<file path="src/rtl/ahb_pkg.sv">
// Shared AHB-Lite encodings and command control bundle used by the initiator.
package ahb_pkg;

  typedef enum logic [1:0] {
    HTRANS_IDLE   = 2'b00,
    HTRANS_BUSY   = 2'b01,
    HTRANS_NONSEQ = 2'b10,
    HTRANS_SEQ    = 2'b11
  } htrans_e;

  typedef enum logic [2:0] {
    HBURST_SINGLE = 3'b000
  } hburst_e;

  typedef enum logic [2:0] {
    HSIZE_BYTE = 3'b000,
    HSIZE_HALF = 3'b001,
    HSIZE_WORD = 3'b010
  } hsize_e;

  typedef enum logic {
    HRESP_OKAY  = 1'b0,
    HRESP_ERROR = 1'b1
  } hresp_e;

  // Width-independent part of a command; address and data widths are per instance.
  typedef struct packed {
    logic       write;
    logic [2:0] size;
  } ahb_ctrl_t;

  // Width-independent part of a response.
  typedef struct packed {
    logic valid;
    logic err;
  } ahb_rsp_flags_t;

endpackage

</file>
<file path="src/rtl/ahb_lite_master.sv">
// Single-beat command port to pipelined AHB-Lite SINGLE transfers, with
// wait-state handling and replay of the overlapped address phase after ERROR.
module ahb_lite_master
  import ahb_pkg::*;
#(
  parameter int unsigned AHB_ADDR_WIDTH = 32,
  parameter int unsigned AHB_DATA_WIDTH = 32,
  parameter logic [3:0]  HPROT_DEFAULT  = 4'b0011
) (
  input  logic                      clk,
  input  logic                      rst_n,
  input  logic                      cmd_valid,
  output logic                      cmd_ready,
  input  logic [AHB_ADDR_WIDTH-1:0] cmd_addr,
  input  logic                      cmd_write,
  input  logic [2:0]                cmd_size,
  input  logic [AHB_DATA_WIDTH-1:0] cmd_wdata,
  output logic                      rsp_valid,
  output logic [AHB_DATA_WIDTH-1:0] rsp_rdata,
  output logic                      rsp_err,
  output logic [AHB_ADDR_WIDTH-1:0] haddr,
  output logic                      hwrite,
  output logic [2:0]                hsize,
  output logic [2:0]                hburst,
  output logic [3:0]                hprot,
  output logic [1:0]                htrans,
  output logic                      hmastlock,
  output logic [AHB_DATA_WIDTH-1:0] hwdata,
  input  logic                      hready,
  input  logic                      hresp,
  input  logic [AHB_DATA_WIDTH-1:0] hrdata
);

  // Address stage: haddr is its address register, a_ctrl drives hwrite/hsize.
  ahb_ctrl_t                 a_ctrl;
  logic [AHB_DATA_WIDTH-1:0] a_wdata;
  logic                      a_valid;
  logic                      a_replay;
  // Data stage.
  logic                      d_valid;
  logic                      d_write;

  logic err_first;
  logic accept;

  assign err_first = hresp && !hready;
  assign cmd_ready = (!a_valid || (hready && !err_first)) && !a_replay;
  assign accept    = cmd_valid && cmd_ready;

  assign hwrite    = a_ctrl.write;
  assign hsize     = a_ctrl.size;
  assign hburst    = HBURST_SINGLE;
  assign hprot     = HPROT_DEFAULT;
  assign hmastlock = 1'b0;

  always_ff @(posedge clk or negedge rst_n) begin
    if (!rst_n) begin
      a_ctrl    <= '0;
      a_wdata   <= '0;
      a_valid   <= 1'b0;
      a_replay  <= 1'b0;
      d_valid   <= 1'b0;
      d_write   <= 1'b0;
      haddr     <= '0;
      htrans    <= HTRANS_IDLE;
      hwdata    <= '0;
      rsp_valid <= 1'b0;
      rsp_rdata <= '0;
      rsp_err   <= 1'b0;
    end else begin
      rsp_valid <= 1'b0;
      if (hready) begin
        if (d_valid) begin
          rsp_valid <= 1'b1;
          rsp_rdata <= d_write ? '0 : hrdata;
          rsp_err   <= hresp;
        end
        d_valid <= a_valid && !a_replay;
        if (a_valid && !a_replay) begin
          d_write <= a_ctrl.write;
          hwdata  <= a_wdata;
        end
        // The IDLE of the second error cycle completes here; re-drive A next.
        if (a_replay) begin
          a_replay <= 1'b0;
          htrans   <= HTRANS_NONSEQ;
        end else begin
          a_valid <= 1'b0;
          htrans  <= HTRANS_IDLE;
        end
      end else if (err_first && d_valid && a_valid) begin
        a_replay <= 1'b1;
        htrans   <= HTRANS_IDLE;
      end
      // NOTE: the last non-blocking assignment in a block wins, so a command
      // accepted on this edge overrides the "A empties / IDLE" update above.
      if (accept) begin
        a_valid <= 1'b1;
        haddr   <= cmd_addr;
        a_ctrl  <= '{write: cmd_write, size: cmd_size};
        a_wdata <= cmd_wdata;
        htrans  <= HTRANS_NONSEQ;
      end
    end
  end

endmodule

</file>
<file path="config.mk">
export PLATFORM = sky130hd
export DESIGN_NAME = ahb_lite_master
export DESIGN_NICKNAME = d
export VERILOG_FILES = /design/src/rtl/ahb_pkg.sv /design/src/rtl/ahb_lite_master.sv
export SDC_FILE = /design/constraint.sdc
export NUM_CORES = 1
export LEC_CHECK = 0
export CAP_MARGIN = 20
export CORE_UTILIZATION = 40
export CTS_BUF_LIST = sky130_fd_sc_hd__clkbuf_8
export DETAILED_ROUTE_END_ITERATION = 10
export PLACE_DENSITY = 0.75
export SLEW_MARGIN = 20
export SYNTH_ARGS = -nofsm -noshare
export SYNTH_HDL_FRONTEND = slang
export SYNTH_SLANG_ARGS = --single-unit
export TNS_END_PERCENT = 10
</file>
<file path="constraint.sdc">
create_clock -name clk -period 1.7 [get_ports clk]
set_clock_uncertainty 0.1 [all_clocks]
set_input_delay 0.255 -clock clk [delete_from_list [all_inputs] [get_ports clk]]
set_output_delay 0.255 -clock clk [all_outputs]
set_load 0.005 [all_outputs]
</file>
==> metrics.log <==
[metrics] Reg2Reg Setup Slack: about 0.054 ns
[metrics] master cell of the clock root buffer: clkbuf_8
[metrics] Top delay family on crit path: simple AND/OR/NAND/NOR gates
[metrics] share of the core filled with cells: a little over three fifths
[metrics] worst setup path class: reg -> reg
[metrics] layout cells sized above 1: 24.1%
[metrics] Vias: 3700
[metrics] first element of the critical path: a_replay$_DFFE_PN0P_
[metrics] number of fill cells in the layout: 1013
[metrics] mean cell area of the mapped netlist: about 14 um2
[metrics] DIE WIDTH: 119 um
[metrics] Tightest Hold Check Type: in -> async
[metrics] sink count of the clock tree: 139
[metrics] deepest clock path buffer count: 2
[metrics] Worst Path Required: approximately 1.9 ns
[metrics] starting density of the core: about two fifths
[metrics] total wire length after detailed routing: roughly 12000 um
[metrics] number of remaining DRC errors: 0
[metrics] GPL Wtd Cong: between 0.7 and 0.8
[metrics] final instance count without filler cells: between 700 and 800
[metrics] relative slew slack: about half
[metrics] cell-by-cell listing of the critical path: nand2b_1, nor2_4, buf_4, mux2_2
[metrics] final setup fails: 0
[metrics] pin count of the biggest net entering global routing: 53
[metrics] commonest non-fill, non-tap cell in the layout: dfrtp_1
[metrics] area of the placeable core: around 13000 um2
[metrics] Final nets: approximately 700
[metrics] distinct cell type count of the synthesized netlist: 19
[metrics] number of global-route vias before repair: a little under 4000
[metrics] drt wl/cell: approximately 15 um
[metrics] fin crit share: 96.8%
[metrics] sequential-to-total area share from yosys stat: a little under two thirds
[metrics] R2R cell count: 4
[metrics] Max Freq: 608 MHz
[metrics] DIE AREA: 14200 um2
[metrics] Layout Area Growth over Synthesis: 52.0%
[metrics] Crit Reg-Reg Endpoint: a_wdata[18]$_DFFE_PN0P_
[metrics] gate count after technology mapping: about 390
[metrics] number of H-tree levels: 4
[metrics] critical path's largest stage delay: about 0.4 ns
[metrics] Max VDD drop: 762 uV
[metrics] number of post-CTS setup repair buffers: 0
[metrics] number of antenna violations at the first check in global routing: 0
[metrics] All-Layer GR Usage: approximately 18%
[metrics] global route overflow: 0
[metrics] library cell contributing the largest single delay on the critical path: dfrtp_1
[metrics] Worst Setup Slack post-DPL: -0.224 ns
[metrics] Die Ht: ~120 um
[metrics] FP Rows: 42
[metrics] highest net fanout along the worst path: 13
[metrics] result of the run: finished, final reports clean
[metrics] clock-pin slew on the worst setup and hold paths: ~0.07 ns
[metrics] startpoint of the worst-slack reg-to-reg timing path: a_replay$_DFFE_PN0P_
[metrics] power density cells: between 1000 and 1500 nW/um2
[metrics] cts bufs inserted: 17
[metrics] CTS tree: built
[metrics] actual slew at the worst max-slew pin: around 0.76 ns
[metrics] final hold violation count: 0
[metrics] max-slew violation count: 0
[metrics] Placed Instances: 763
[metrics] data arrival time of the worst path: 1.86 ns
[metrics] TritonRoute pass-1 iters: 6
[metrics] clock network latency to the later pin of the worst-skew pair: about 0.43 ns
[metrics] most frequent cells in the layout: 139 x dfrtp_1, 125 x clkdlybuf4s50_1, 82 x mux2_2
[metrics] register bit total from synthesis: roughly 140
[metrics] max-cap violation count: 0
[metrics] Worst Slack Setup Final: between 0.05 and 0.06 ns
[metrics] Port Buf Inserts: around 210
[metrics] global-route wire length before repair: a little under 20000 um
[metrics] drt via density: between 4 and 5
[metrics] detailed placer's ending HPWL: ~8600 um
[metrics] Yosys warning total: 0
[metrics] First DRT Iteration DRCs: 175
[metrics] Crit path buffers/inverters: 1
[metrics] Critical Path Sink Type: flop
[metrics] RSZ-0062 raised after global routing: yes
[metrics] Crit. path cell count: 4
[metrics] PnR Total Power: ~11 mW
[metrics] kind of launch point of the worst setup path: flop
[metrics] capture point of the worst path: a_wdata[18]$_DFFE_PN0P_
[metrics] cell area after technology mapping: 5490 um2
[metrics] Antenna Nets Post-Route: 0
[metrics] leakage power of the design: roughly 4.3 nW
[metrics] number of antenna diodes: 0
[metrics] I/O Pins: between 200 and 250
[metrics] final critical path time including I/O delays and setup: approximately 1.6 ns
-- registers in the layout (all words and copies together) (netlist names) --
| signal | cells |
|---|---|
| haddr | 32 |
| d_write | 1 |
| hsize | 3 |
| a_replay | 1 |
| hwrite | 1 |
| htrans | 1 |
| hwdata | 32 |
| rsp_err | 1 |
| a_wdata | 32 |
| rsp_rdata | 32 |
| d_valid | 1 |
| a_valid | 1 |
| rsp_valid | 1 |
-- synth_stat cells --
library cell  number  share of area, %
conb_1             2              0.14
nor2_1             2              0.14
nor2b_4            1              0.25
nor2_4             1              0.21
nand3b_2           1              0.21
a21boi_0           1              0.14
nand2_1           36               2.5
dfrtp_1          139                63
nand2b_1          33               3.8
buf_4              9               1.2
mux2_2            82                17
inv_1              3              0.21
buf_6              3              0.62
mux2_4            20               5.5
a31oi_1            1              0.11
o21ai_0           35               3.2
buf_2             12               1.1
o221ai_1           1              0.16
clkbuf_1           6              0.41
-- power by group --
part / total [mW] / internal (mW) / switching [mW]
logic: 3.17 / 2.14 / 1.03
registers: 4.78 / 4.25 / 0.529
clock network: 2.56 / 1.38 / 1.18
total: 10.5 / 7.77 / 2.74
-- timing repair --
action / in CTS / in global routing
endpoints found under the setup margin: 17 / 70
hold endpoints to repair: 139 / 0
hold buffers: 1 / 0
gates resized for setup: 18 / 66
-- stage by stage --
step | cell area, um2 | hold slack [ns] | TNS, ns
after global placement | 7810 | 0.0573 | -15.65
final | 8340 | 0.169 | 0
after global routing | 8340 | 0.165 | -0.0217
after detailed placement | 7810 | 0.0600 | -17.24
after floorplan | 5510 | -0.141 | 0
after CTS | 8180 | 0.159 | 0
-- final cells by class --
| type | count | area, um2 | share of cell area (%) |
|---|---|---|---|
| Tap cell | 176 | 220 | 2.64 |
| Timing Repair Buffer | 223 | 2410 | 28.9 |
| Multi-Input combinational cell | 223 | 1840 | 22.1 |
| Clock inverter | 11 | 104 | 1.25 |
| Sequential cell | 139 | 3480 | 41.7 |
| Clock buffer | 20 | 275 | 3.30 |
| Inverter | 3 | 11.3 | 0.135 |
-- cell families (layout without fill, tap and decap cells) --
logic type	count (synthesis)	after routing	share of synthesized area (%)
compound gates	38	38	3.60
simple gates	74	74	7.02
flops	139	139	63.4
mux	102	102	22.3
buf+inv	33	257	3.56
other cells	2	9	0.137
-- layer usage --
metal	global-route usage [%]	up-vias	share of wire, %
li1	-	1722	-
met1	21.4	1828	41
met2	29.8	134	50
met3	6.66	16	7.0
met4	7.44	0	1.6
met5	0	-	0
-- worst min path at each step --
stage / start / endpoint / slack, ns / cells after the start
floorplan: rst_n / a_replay$_DFFE_PN0P_ / -0.14 / 0
global placement: rst_n / rsp_rdata[19]$_DFFE_PN0P_ / 0.06 / 1
global route: rst_n / rsp_rdata[26]$_DFFE_PN0P_ / 0.17 / 2
finish: rst_n / rsp_rdata[23]$_DFFE_PN0P_ / 0.17 / 2
detailed placement: rst_n / rsp_rdata[30]$_DFFE_PN0P_ / 0.06 / 1
CTS: rst_n / rsp_rdata[30]$_DFFE_PN0P_ / 0.16 / 2
No activity file was read; power rests on OpenSTA's default activity.
